[config.mk]
export PLATFORM = sky130hd
export DESIGN_NAME = pio_edge_servicer_flat
export DESIGN_NICKNAME = d
export VERILOG_FILES = /design/src/rtl/pio_edge_servicer_if.sv /design/src/rtl/pio_edge_servicer.sv /design/src/flat_wrapper.sv
export SDC_FILE = /design/constraint.sdc
export NUM_CORES = 1
export LEC_CHECK = 0
export ABC_AREA = 1
export BUFFER_PORTS_ARGS = -buffer_cell sky130_fd_sc_hd__buf_2
export CAP_MARGIN = 20
export CELL_PAD_IN_SITES_DETAIL_PLACEMENT = 1
export CELL_PAD_IN_SITES_GLOBAL_PLACEMENT = 2
export CORE_MARGIN = 2
export CORE_UTILIZATION = 32
export DETAILED_ROUTE_END_ITERATION = 7
export PLACE_DENSITY = 0.77
export SLEW_MARGIN = 15
export SYNTH_ARGS = -nofsm -noshare
export SYNTH_HDL_FRONTEND = slang
export SYNTH_SLANG_ARGS = --single-unit
[constraint.sdc]
create_clock -name clk -period 2.47 [get_ports clk]
set_input_delay 0.247 -clock clk [delete_from_list [all_inputs] [get_ports clk]]
set_output_delay 0.247 -clock clk [all_outputs]
set_load 0.01 [all_outputs]
[src/rtl/pio_edge_servicer_if.sv]
// Avalon-MM bus between the edge servicer (master) and the edge-capture PIO (slave).
// The slave's level interrupt travels with the bus.
interface pio_edge_servicer_if;
  logic [1:0]  avm_address;
  logic        avm_chipselect;
  logic        avm_write_n;
  logic [31:0] avm_writedata;
  logic [31:0] avm_readdata;
  logic        irq;

  modport master (
    output avm_address, avm_chipselect, avm_write_n, avm_writedata,
    input  avm_readdata, irq
  );

  modport slave (
    input  avm_address, avm_chipselect, avm_write_n, avm_writedata,
    output avm_readdata, irq
  );
endinterface

[src/rtl/pio_edge_servicer.sv]
// Services an edge-capture PIO on irq and queues {capture,data[,time]} events in a FIFO.
// Define PIO_EDGE_SERVICER_TIMESTAMP_EN to timestamp each event with a 16-bit cycle counter.
module pio_edge_servicer #(
  parameter int              DATA_W       = 8,
  parameter int              READ_LATENCY = 1,
  parameter int              FIFO_DEPTH   = 4,
  parameter logic [DATA_W-1:0] MASK_INIT  = 8'hFF
) (
  input  logic                   clk,
  input  logic                   reset_n,
  pio_edge_servicer_if.master    avm,
  output logic                   evt_valid,
  input  logic                   evt_ready,
  output logic [DATA_W-1:0]      evt_capture,
  output logic [DATA_W-1:0]      evt_data,
  output logic [15:0]            evt_time,
  output logic                   overflow,
  input  logic                   overflow_clr,
  output logic                   busy
);

  localparam int AW = $clog2(FIFO_DEPTH);

  localparam logic [1:0] A_DATA = 2'd0;
  localparam logic [1:0] A_MASK = 2'd2;
  localparam logic [1:0] A_CAP  = 2'd3;

  typedef enum logic [3:0] {
    S_INIT, S_IDLE, S_RD_CAP, S_WAIT_CAP, S_CLR,
    S_RD_DATA, S_WAIT_DATA, S_PUSH, S_HOLD
  } state_t;

  state_t                state_q;
  logic [1:0]            addr_q;
  logic                  cs_q;
  logic                  wr_n_q;
  logic [31:0]           wdata_q;
  logic [DATA_W-1:0]     cap_q;
  logic [DATA_W-1:0]     dat_q;
  logic                  busy_q;
  // Bit 0 marks the cycle a read is on the bus; bit READ_LATENCY marks the sample cycle.
  logic [READ_LATENCY:0] vld_pipe_q;

  logic [DATA_W-1:0]     rd_lo;
  logic                  rd_done;
  logic                  unused_rd_hi;

  assign rd_lo        = avm.avm_readdata[DATA_W-1:0];
  assign rd_done      = vld_pipe_q[READ_LATENCY];
  assign unused_rd_hi = ^avm.avm_readdata[31:DATA_W];

  assign avm.avm_address    = addr_q;
  assign avm.avm_chipselect = cs_q;
  assign avm.avm_write_n    = wr_n_q;
  assign avm.avm_writedata  = wdata_q;
  assign busy               = busy_q;

  always_ff @(posedge clk or negedge reset_n) begin
    if (!reset_n) begin
      state_q    <= S_INIT;
      addr_q     <= '0;
      cs_q       <= 1'b0;
      wr_n_q     <= 1'b1;
      wdata_q    <= '0;
      cap_q      <= '0;
      dat_q      <= '0;
      busy_q     <= 1'b1;
      vld_pipe_q <= '0;
    end else begin
      cs_q       <= 1'b0;
      wr_n_q     <= 1'b1;
      vld_pipe_q <= {vld_pipe_q[READ_LATENCY-1:0], 1'b0};
      case (state_q)
        S_INIT: begin
          cs_q    <= 1'b1;
          wr_n_q  <= 1'b0;
          addr_q  <= A_MASK;
          wdata_q <= 32'(MASK_INIT);
          state_q <= S_IDLE;
          busy_q  <= 1'b0;
        end
        S_IDLE: begin
          if (avm.irq) begin
            state_q <= S_RD_CAP;
            busy_q  <= 1'b1;
          end
        end
        S_RD_CAP: begin
          cs_q       <= 1'b1;
          addr_q     <= A_CAP;
          vld_pipe_q <= {vld_pipe_q[READ_LATENCY-1:0], 1'b1};
          state_q    <= S_WAIT_CAP;
        end
        S_WAIT_CAP: begin
          if (rd_done) begin
            cap_q   <= rd_lo;
            // An all-zero capture is spurious: no clear write, no event.
            state_q <= (rd_lo == '0) ? S_HOLD : S_CLR;
          end
        end
        S_CLR: begin
          cs_q    <= 1'b1;
          wr_n_q  <= 1'b0;
          addr_q  <= A_CAP;
          wdata_q <= 32'(cap_q);
          state_q <= S_RD_DATA;
        end
        S_RD_DATA: begin
          cs_q       <= 1'b1;
          addr_q     <= A_DATA;
          vld_pipe_q <= {vld_pipe_q[READ_LATENCY-1:0], 1'b1};
          state_q    <= S_WAIT_DATA;
        end
        S_WAIT_DATA: begin
          if (rd_done) begin
            dat_q   <= rd_lo;
            state_q <= S_PUSH;
          end
        end
        S_PUSH: state_q <= S_HOLD;
        // Gives the slave a cycle to drop irq after the clear before IDLE looks again.
        S_HOLD: begin
          state_q <= S_IDLE;
          busy_q  <= 1'b0;
        end
        default: begin
          state_q <= S_INIT;
          busy_q  <= 1'b1;
        end
      endcase
    end
  end

  logic [AW-1:0]     wr_ptr_q, rd_ptr_q;
  logic [AW:0]       cnt_q;
  logic [DATA_W-1:0] cap_mem [FIFO_DEPTH];
  logic [DATA_W-1:0] dat_mem [FIFO_DEPTH];
  logic              push, pop, accept, drop;

  assign push      = (state_q == S_PUSH);
  assign evt_valid = (cnt_q != '0);
  assign pop       = evt_valid && evt_ready;
  // A same-cycle pop frees a slot, so a full FIFO still accepts.
  assign accept    = push && ((cnt_q < (AW+1)'(FIFO_DEPTH)) || pop);
  assign drop      = push && !accept;

  always_ff @(posedge clk or negedge reset_n) begin
    if (!reset_n) begin
      wr_ptr_q <= '0;
      rd_ptr_q <= '0;
      cnt_q    <= '0;
      overflow <= 1'b0;
      for (int i = 0; i < FIFO_DEPTH; i++) begin
        cap_mem[i] <= '0;
        dat_mem[i] <= '0;
      end
    end else begin
      if (accept) begin
        cap_mem[wr_ptr_q] <= cap_q;
        dat_mem[wr_ptr_q] <= dat_q;
        wr_ptr_q          <= wr_ptr_q + 1'b1;
      end
      if (pop) rd_ptr_q <= rd_ptr_q + 1'b1;
      case ({accept, pop})
        2'b10:   cnt_q <= cnt_q + 1'b1;
        2'b01:   cnt_q <= cnt_q - 1'b1;
        default: cnt_q <= cnt_q;
      endcase
      if (drop)              overflow <= 1'b1;
      else if (overflow_clr) overflow <= 1'b0;
    end
  end

  assign evt_capture = evt_valid ? cap_mem[rd_ptr_q] : '0;
  assign evt_data    = evt_valid ? dat_mem[rd_ptr_q] : '0;

`ifdef PIO_EDGE_SERVICER_TIMESTAMP_EN
  logic [15:0] ts_q;
  logic [15:0] tcap_q;
  logic [15:0] time_mem [FIFO_DEPTH];

  // Stamp taken at the capture sample, so it tracks edge detection rather than queueing.
  always_ff @(posedge clk or negedge reset_n) begin
    if (!reset_n) begin
      ts_q   <= '0;
      tcap_q <= '0;
      for (int i = 0; i < FIFO_DEPTH; i++) time_mem[i] <= '0;
    end else begin
      ts_q <= ts_q + 16'd1;
      if (state_q == S_WAIT_CAP && rd_done) tcap_q <= ts_q;
      if (accept) time_mem[wr_ptr_q] <= tcap_q;
    end
  end

  assign evt_time = evt_valid ? time_mem[rd_ptr_q] : '0;
`else
  assign evt_time = 16'h0000;
`endif

endmodule

[src/flat_wrapper.sv]
// flat-port wrapper written by rule: the top's interface ports become plain ports
module pio_edge_servicer_flat 
#(
  parameter int              DATA_W       = 8,
  parameter int              READ_LATENCY = 1,
  parameter int              FIFO_DEPTH   = 4,
  parameter logic [DATA_W-1:0] MASK_INIT  = 8'hFF
)
  (clk, reset_n, evt_valid, evt_ready, evt_capture, evt_data, evt_time, overflow, overflow_clr, busy, avm_avm_address, avm_avm_chipselect, avm_avm_write_n, avm_avm_writedata, avm_avm_readdata, avm_irq);
  pio_edge_servicer_if avm_i ();
  input  logic clk;
  input  logic reset_n;
  output logic evt_valid;
  input  logic evt_ready;
  output logic [DATA_W-1:0] evt_capture;
  output logic [DATA_W-1:0] evt_data;
  output logic [15:0] evt_time;
  output logic overflow;
  input  logic overflow_clr;
  output logic busy;
  output wire logic [$bits(avm_i.avm_address)-1:0] avm_avm_address;
  output wire logic [$bits(avm_i.avm_chipselect)-1:0] avm_avm_chipselect;
  output wire logic [$bits(avm_i.avm_write_n)-1:0] avm_avm_write_n;
  output wire logic [$bits(avm_i.avm_writedata)-1:0] avm_avm_writedata;
  input wire logic [$bits(avm_i.avm_readdata)-1:0] avm_avm_readdata;
  input wire logic [$bits(avm_i.irq)-1:0] avm_irq;
  assign avm_avm_address = avm_i.avm_address;
  assign avm_avm_chipselect = avm_i.avm_chipselect;
  assign avm_avm_write_n = avm_i.avm_write_n;
  assign avm_avm_writedata = avm_i.avm_writedata;
  assign avm_i.avm_readdata = avm_avm_readdata;
  assign avm_i.irq = avm_irq;
  pio_edge_servicer #(.DATA_W(DATA_W), .READ_LATENCY(READ_LATENCY), .FIFO_DEPTH(FIFO_DEPTH), .MASK_INIT(MASK_INIT)) u_core (.clk(clk), .reset_n(reset_n), .avm(avm_i), .evt_valid(evt_valid), .evt_ready(evt_ready), .evt_capture(evt_capture), .evt_data(evt_data), .evt_time(evt_time), .overflow(overflow), .overflow_clr(overflow_clr), .busy(busy));
endmodule
Yosys cells after proc, flatten, opt, wreduce, memory -nomap -nowiden --
Cells that the tools add are included.
Word-level totals: flip-flop bits (word level) 131, output and inout bits 71
Operators by class: equal/unequal tests 13, multiplexer cells 27, order comparisons 4, add/subtract/negate cells 4, reductions and logical operators 23, bitwise operators 3
Operators with widths (number):
- bitwise mux 32 bit | 2
- one-hot mux 32 bit (2 select lines) | 1
- two-way mux 8 bit | 7
- binary-select mux 8 bit (select 2 bit) | 2
- one-hot mux 4 bit (8 select lines) | 1
- demux 8 bit (select 2 bit) | 1
- equality test 4 x 3 -> 1 bit, second input constant | 4
- two-way mux 4 bit | 4
- equality test 4 x 2 -> 1 bit, second input constant | 2
- logical NOT 8 bit | 1
- OR reduction 2 bit | 4
- >= comparator 3 bit, second input constant | 2
- two-way mux 1 bit | 6
- inverter 2 -> 3 bit | 2
- one-hot mux 2 bit (3 select lines) | 1
- one-hot mux 3 bit (2 select lines) | 1
- AND reduction 2 bit | 3
- nonzero test 2 bit | 3
- nonzero test 3 bit | 2
- OR reduction 6 bit | 1
- adder 2 x 1 -> 2 bit, second input constant | 2
- equality test 4 x 1 -> 1 bit, second input constant | 1
- equality test 4 bit, second input constant | 1
- logical AND 1 bit | 4
- other kinds (15) | 16

Longest topological paths before layout --
word-level depth 7, gate-level depth with buffers 12, mapped depth without buffers 10

Worst setup path after synthesis --
OpenSTA, ideal clock, no wires.
path kind reg-to-reg, start reg u_core.state_q[0], end reg u_core.cnt_q[2], buffers on the path 2, arrival time 1.959 ns, cell stages (with the launch flop) 12, setup slack 0.381 ns, required time 2.339 ns, setup time 0.131 ns, path through dfrtp_1 > nand2_2 > nor2_4 > o21ai_4 > buf_6 > buf_6 > ha_1 > inv_1 > fa_1 > a21oi_1 > o21ai_0 > xor2_1
On the way: longest elaborated chain between the ends 4, elaborated cells on any way between the ends 6, classes of those cells eq/ne (3); mux (1); reduce/logical (2)
RTL lines:
- from (decl) | line pio_edge_servicer.sv:33 | state_t state_q;
- from (signal assigned) | line pio_edge_servicer.sv:98 | state_q <= (rd_lo == '0) ? S_HOLD : S_CLR;
- equality test 4 x 3 -> 1 bit (*) | line pio_edge_servicer.sv:140 | assign push = (state_q == S_PUSH);
- logical AND 1 bit (*) | line pio_edge_servicer.sv:144 | assign accept = push && ((cnt_q < (AW+1)'(FIFO_DEPTH)) || pop);
- equality test 2 x 1 -> 1 bit / equality test 2 bit (equally long branches) | line pio_edge_servicer.sv:164 | case ({accept, pop})
- one-hot mux 3 bit (2 select lines) / nonzero test 2 bit (equally long branches)
- to (signal assigned) | line pio_edge_servicer.sv:165 | 2'b10: cnt_q <= cnt_q + 1'b1;
- to (signal assigned) | line pio_edge_servicer.sv:166 | 2'b01: cnt_q <= cnt_q - 1'b1;
- to (signal assigned) | line pio_edge_servicer.sv:167 | default: cnt_q <= cnt_q;
- to (decl) | line pio_edge_servicer.sv:135 | logic [AW:0] cnt_q;
Mark *: on every way between the ends. The rest lies on a longest branch, timed or not. A chain may end at the register's enable or synchronous reset.

Worst setup path after layout --
start reg u_core.rd_ptr_q[1], end out evt_capture[7]
On the way: longest elaborated chain between the ends 5
RTL lines:
- from (decl) | line pio_edge_servicer.sv:134 | logic [AW-1:0] wr_ptr_q, rd_ptr_q;
- from (signal assigned) | line pio_edge_servicer.sv:163 | if (pop) rd_ptr_q <= rd_ptr_q + 1'b1;
- inverter 2 -> 3 bit (implied by the code) | line pio_edge_servicer.sv:174 | assign evt_capture = evt_valid ? cap_mem[rd_ptr_q] : '0;
- binary-select mux 8 bit (select 2 bit) | line pio_edge_servicer.sv:174
- two-way mux 8 bit (implied by the code) (2 in a row) | line pio_edge_servicer.sv:174
- two-way mux 8 bit | line pio_edge_servicer.sv:174
- to (decl) | line flat_wrapper.sv:15 | output logic [DATA_W-1:0] evt_capture;
Every way passes these cells. The select of a mux whose other input is x is not followed.

==> results by group <==
Placed design
  • Final Wtd Congestion: 0.731
  • Pre-CTS WS: 0.292 ns
  • Port Buffers: 43
  • Hpwl dp: 9.26 mm

Route
  • Routed len/inst: 15.5 um
  • Met1 WL: 6.46 mm
  • Initial DRC Count: 189
  • DRC violations left: 0
  • Routed length on met3: 355 um
  • DRT Pass-1 Iters: 4
  • Vias: 4,065
  • Highest metal used: met4
  • Final WL: 13.6 mm
  • Met2 wire length: 6.57 mm
  • Routed vias/inst: 4.62
  • Antenna-violating nets left: 0

Final layout
  • Most common cell after layout, fill and taps aside: nand2_1
  • ANT cells: 0
  • Core Util, Final: 36.5%
  • Fillers: 1,971
  • Most frequent cells in the layout: nand2_1, o21ai_0, dfrtp_1
  • Fraction of final layout cells sized beyond drive strength 1: 12.5%
  • Nets: 702
  • Register area: 2680 um^2
  • Area growth, synth to finish: 11.5%
  • Multi-input gate area: 1960 um^2

CTS
  • Setup Fix Bufs, Post-CTS: 0
  • CTS Buf Count: 9
  • CTS resizes: 0
  • Sink Count: 107
  • CTS Hold Bufs: 1
  • Clock slew seen by the registers of the worst setup and hold paths: 0.07 ns
  • Clock root buffer master: clkbuf_16
  • Clock Latency Late Sink: 0.35 ns
  • H-tree Lvls: 3
  • Clock Path Buffers: 2
  • CTS tree: yes

Power
  • Static Leak: 3.04 nW
  • Peak VDD IR: 0.357 mV
  • Pwr Total: 4.70 mW
  • PwrDens: 812 nW/um^2

Floorplan
  • Die Ht: 131 um
  • Initial Util: 32.7%
  • Die width: 131 um
  • Core box area: 15,900 um^2
  • FP Rows: 46
  • Die area: 17,300 um^2
  • Top-Level Pins: 108

Setup path
  • Worst-path fanout max: 17
  • Crit path DAT: 2.07 ns
  • Crit start category: register
  • CP Data Required Time: 2.22 ns
  • Critical setup path kind: reg2out
  • Worst path slowest cell: clkinv_1
  • Worst stage delay on the critical path: 0.49 ns
  • Cells along the critical path: clkinv_1 > a21oi_1 > o21ai_0 > a21oi_1 > buf_2
  • Crit. End Element: output pin
  • Top cell by count, worst path: a21oi_1

GRT
  • Gr usage total: 16.4%
  • Largest net degree at the start of global routing: 108
  • First-pass GRT wire length: 22.5 mm
  • Antenna violations before repair: 0
  • Grt ovf: 0
  • Vias in the first global route: 4,253

Synthesis
  • Syn Inst Count: 621
  • Compound-Gate Fraction of Synth Area: 17.8%
  • Adder and majority gate portion of the synthesized area: 1.59%
  • Register area share after synthesis: 51.6%
  • Synth Warn #: 0
  • Synth Register Bits: 107
  • Yosys top cell area share: 50.6%
  • Multiplexer share of the synthesized area: 0%
  • Post-synth top area cell: dfrtp_1
  • Post-synthesis xor/xnor area fraction: 0.675%
  • Top post-synthesis cells by area: dfrtp_1, o21ai_0, nand2_1, buf_4, a21oi_1
  • Distinct cells, synth: 27
  • Mapped Area: 5190 um^2
  • Synthesized area per cell: 8.36 um^2
  • Largest family of logic cells by synthesized area: compound AO/OA/AOI/OAI gates
  • Simple-gate share of the synthesized area: 14.8%

Timing
  • Setup Viol. Count Final: 0
  • Worst-margin pin slew: 0.687 ns
  • Fmax achieved: 432 MHz
  • Clk_skew: 0.0100 ns
  • Minimum clock period: 2.32 ns
  • Rel. slew slack: 54.1%
  • Final period util: 93.8%
  • Final max-slew violation count: 0
  • Post-route setup TNS: 0 ns
  • RSZ-0062 raised after global routing: no
  • Final Hold Fails: 0
  • Setup ws final: 0.154 ns

Run
  • Max_cap viols: 0

Run status
  • Status: finished clean

Hold path
  • Hold crit path type: in2reg
-- layout make-up --
class / instances / area share (%)
sequential: 107 / 46.3
multi-input combinational: 419 / 33.8
timing repair buffer: 56 / 5.70
tap: 216 / 4.67
clock buffer: 13 / 4.49
inverter: 66 / 4.28
clock inverter: 3 / 0.799
-- registers in the layout, indices dropped and copies added, names as in the netlist, 2 cells and up --
signal and count:
u_core.dat_mem 32, u_core.rd_ptr_q 2, u_core.state_q 4, u_core.vld_pipe_q 2
u_core.avm.avm_writedata 8, u_core.wr_ptr_q 2, u_core.cap_q 8, u_core.cap_mem 32
u_core.avm.avm_address 2, u_core.dat_q 8, u_core.cnt_q 3
-- routing by layer --
metal	GRT usage (%)	up-vias
li1	-	1980
met1	21.8	2012
met2	27.2	60
met3	2.58	13
met4	6.04	0
met5	0	-
-- cell families (layout without fill, tap and decap cells) --
kind of cell | count (synthesis) | count (layout)
AND/OR/NAND/NOR | 187 | 187
AO/OA/AOI/OAI | 182 | 182
buffers and inverters | 134 | 138
flip-flops | 107 | 107
adder cells (fa/ha/maj) | 6 | 6
XOR/XNOR | 4 | 4
other | 1 | 40
-- critical path: cells and delay by family, from the launching register on --
kind                   cells  cell delay (ns)
AO/OA/AOI/OAI              3             0.69
flip-flops                 1             0.35
buffers and inverters      2             0.67
-- metrics by stage --
| step | cell area (um^2) | hold WS (ns) | cells |
|---|---|---|---|
| 6_report | 5790 | 0.0876 | 880 |
| 5_1_grt | 5790 | 0.0795 | 880 |
| 4_1_cts | 5790 | 0.0796 | 880 |
| 3_5_place_dp | 5480 | 0.340 | 863 |
| 3_3_place_gp | 5480 | 0.338 | 863 |
| 2_1_floorplan | 5340 | -0.0486 | 660 |
-- power by group --
part           total [mW]  switching [mW]  leakage [nW]  internal, mW
sequential           1.83          0.0390          1.21          1.79
combinational        1.36           0.906          1.69         0.449
clock                1.51           0.665         0.146         0.848
total                4.70            1.61          3.04          3.09
-- cell usage after synthesis, drive strengths merged --
cell	count
nand3	6
xnor2	1
a21oi	55
buf	51
o21ai	127
clkinv	1
dfrtp	105
ha	5
nor2	30
clkbuf	17
xor2	3
nor3	1
inv	65
fa	1
nand2	149
nand3b	1
dfstp	2
conb	1
-- final timing paths --
check / startpoint / cells past startpoint / slack (ns) / to
min: overflow_clr / 2 / 0.09 / u_core.overflow
min in group asynchronous: reset_n / 3 / 0.51 / u_core.dat_q[4]
min reg2reg: u_core.vld_pipe_q[0] / 0 / 0.35 / u_core.vld_pipe_q[1]
max in group asynchronous: reset_n / 3 / 1.47 / u_core.cnt_q[1]
max: u_core.rd_ptr_q[1] / 5 / 0.15 / evt_capture[7]
max reg2reg: u_core.cnt_q[2] / 8 / 0.29 / u_core.cnt_q[2]
No activity file was read; power rests on OpenSTA's default activity.
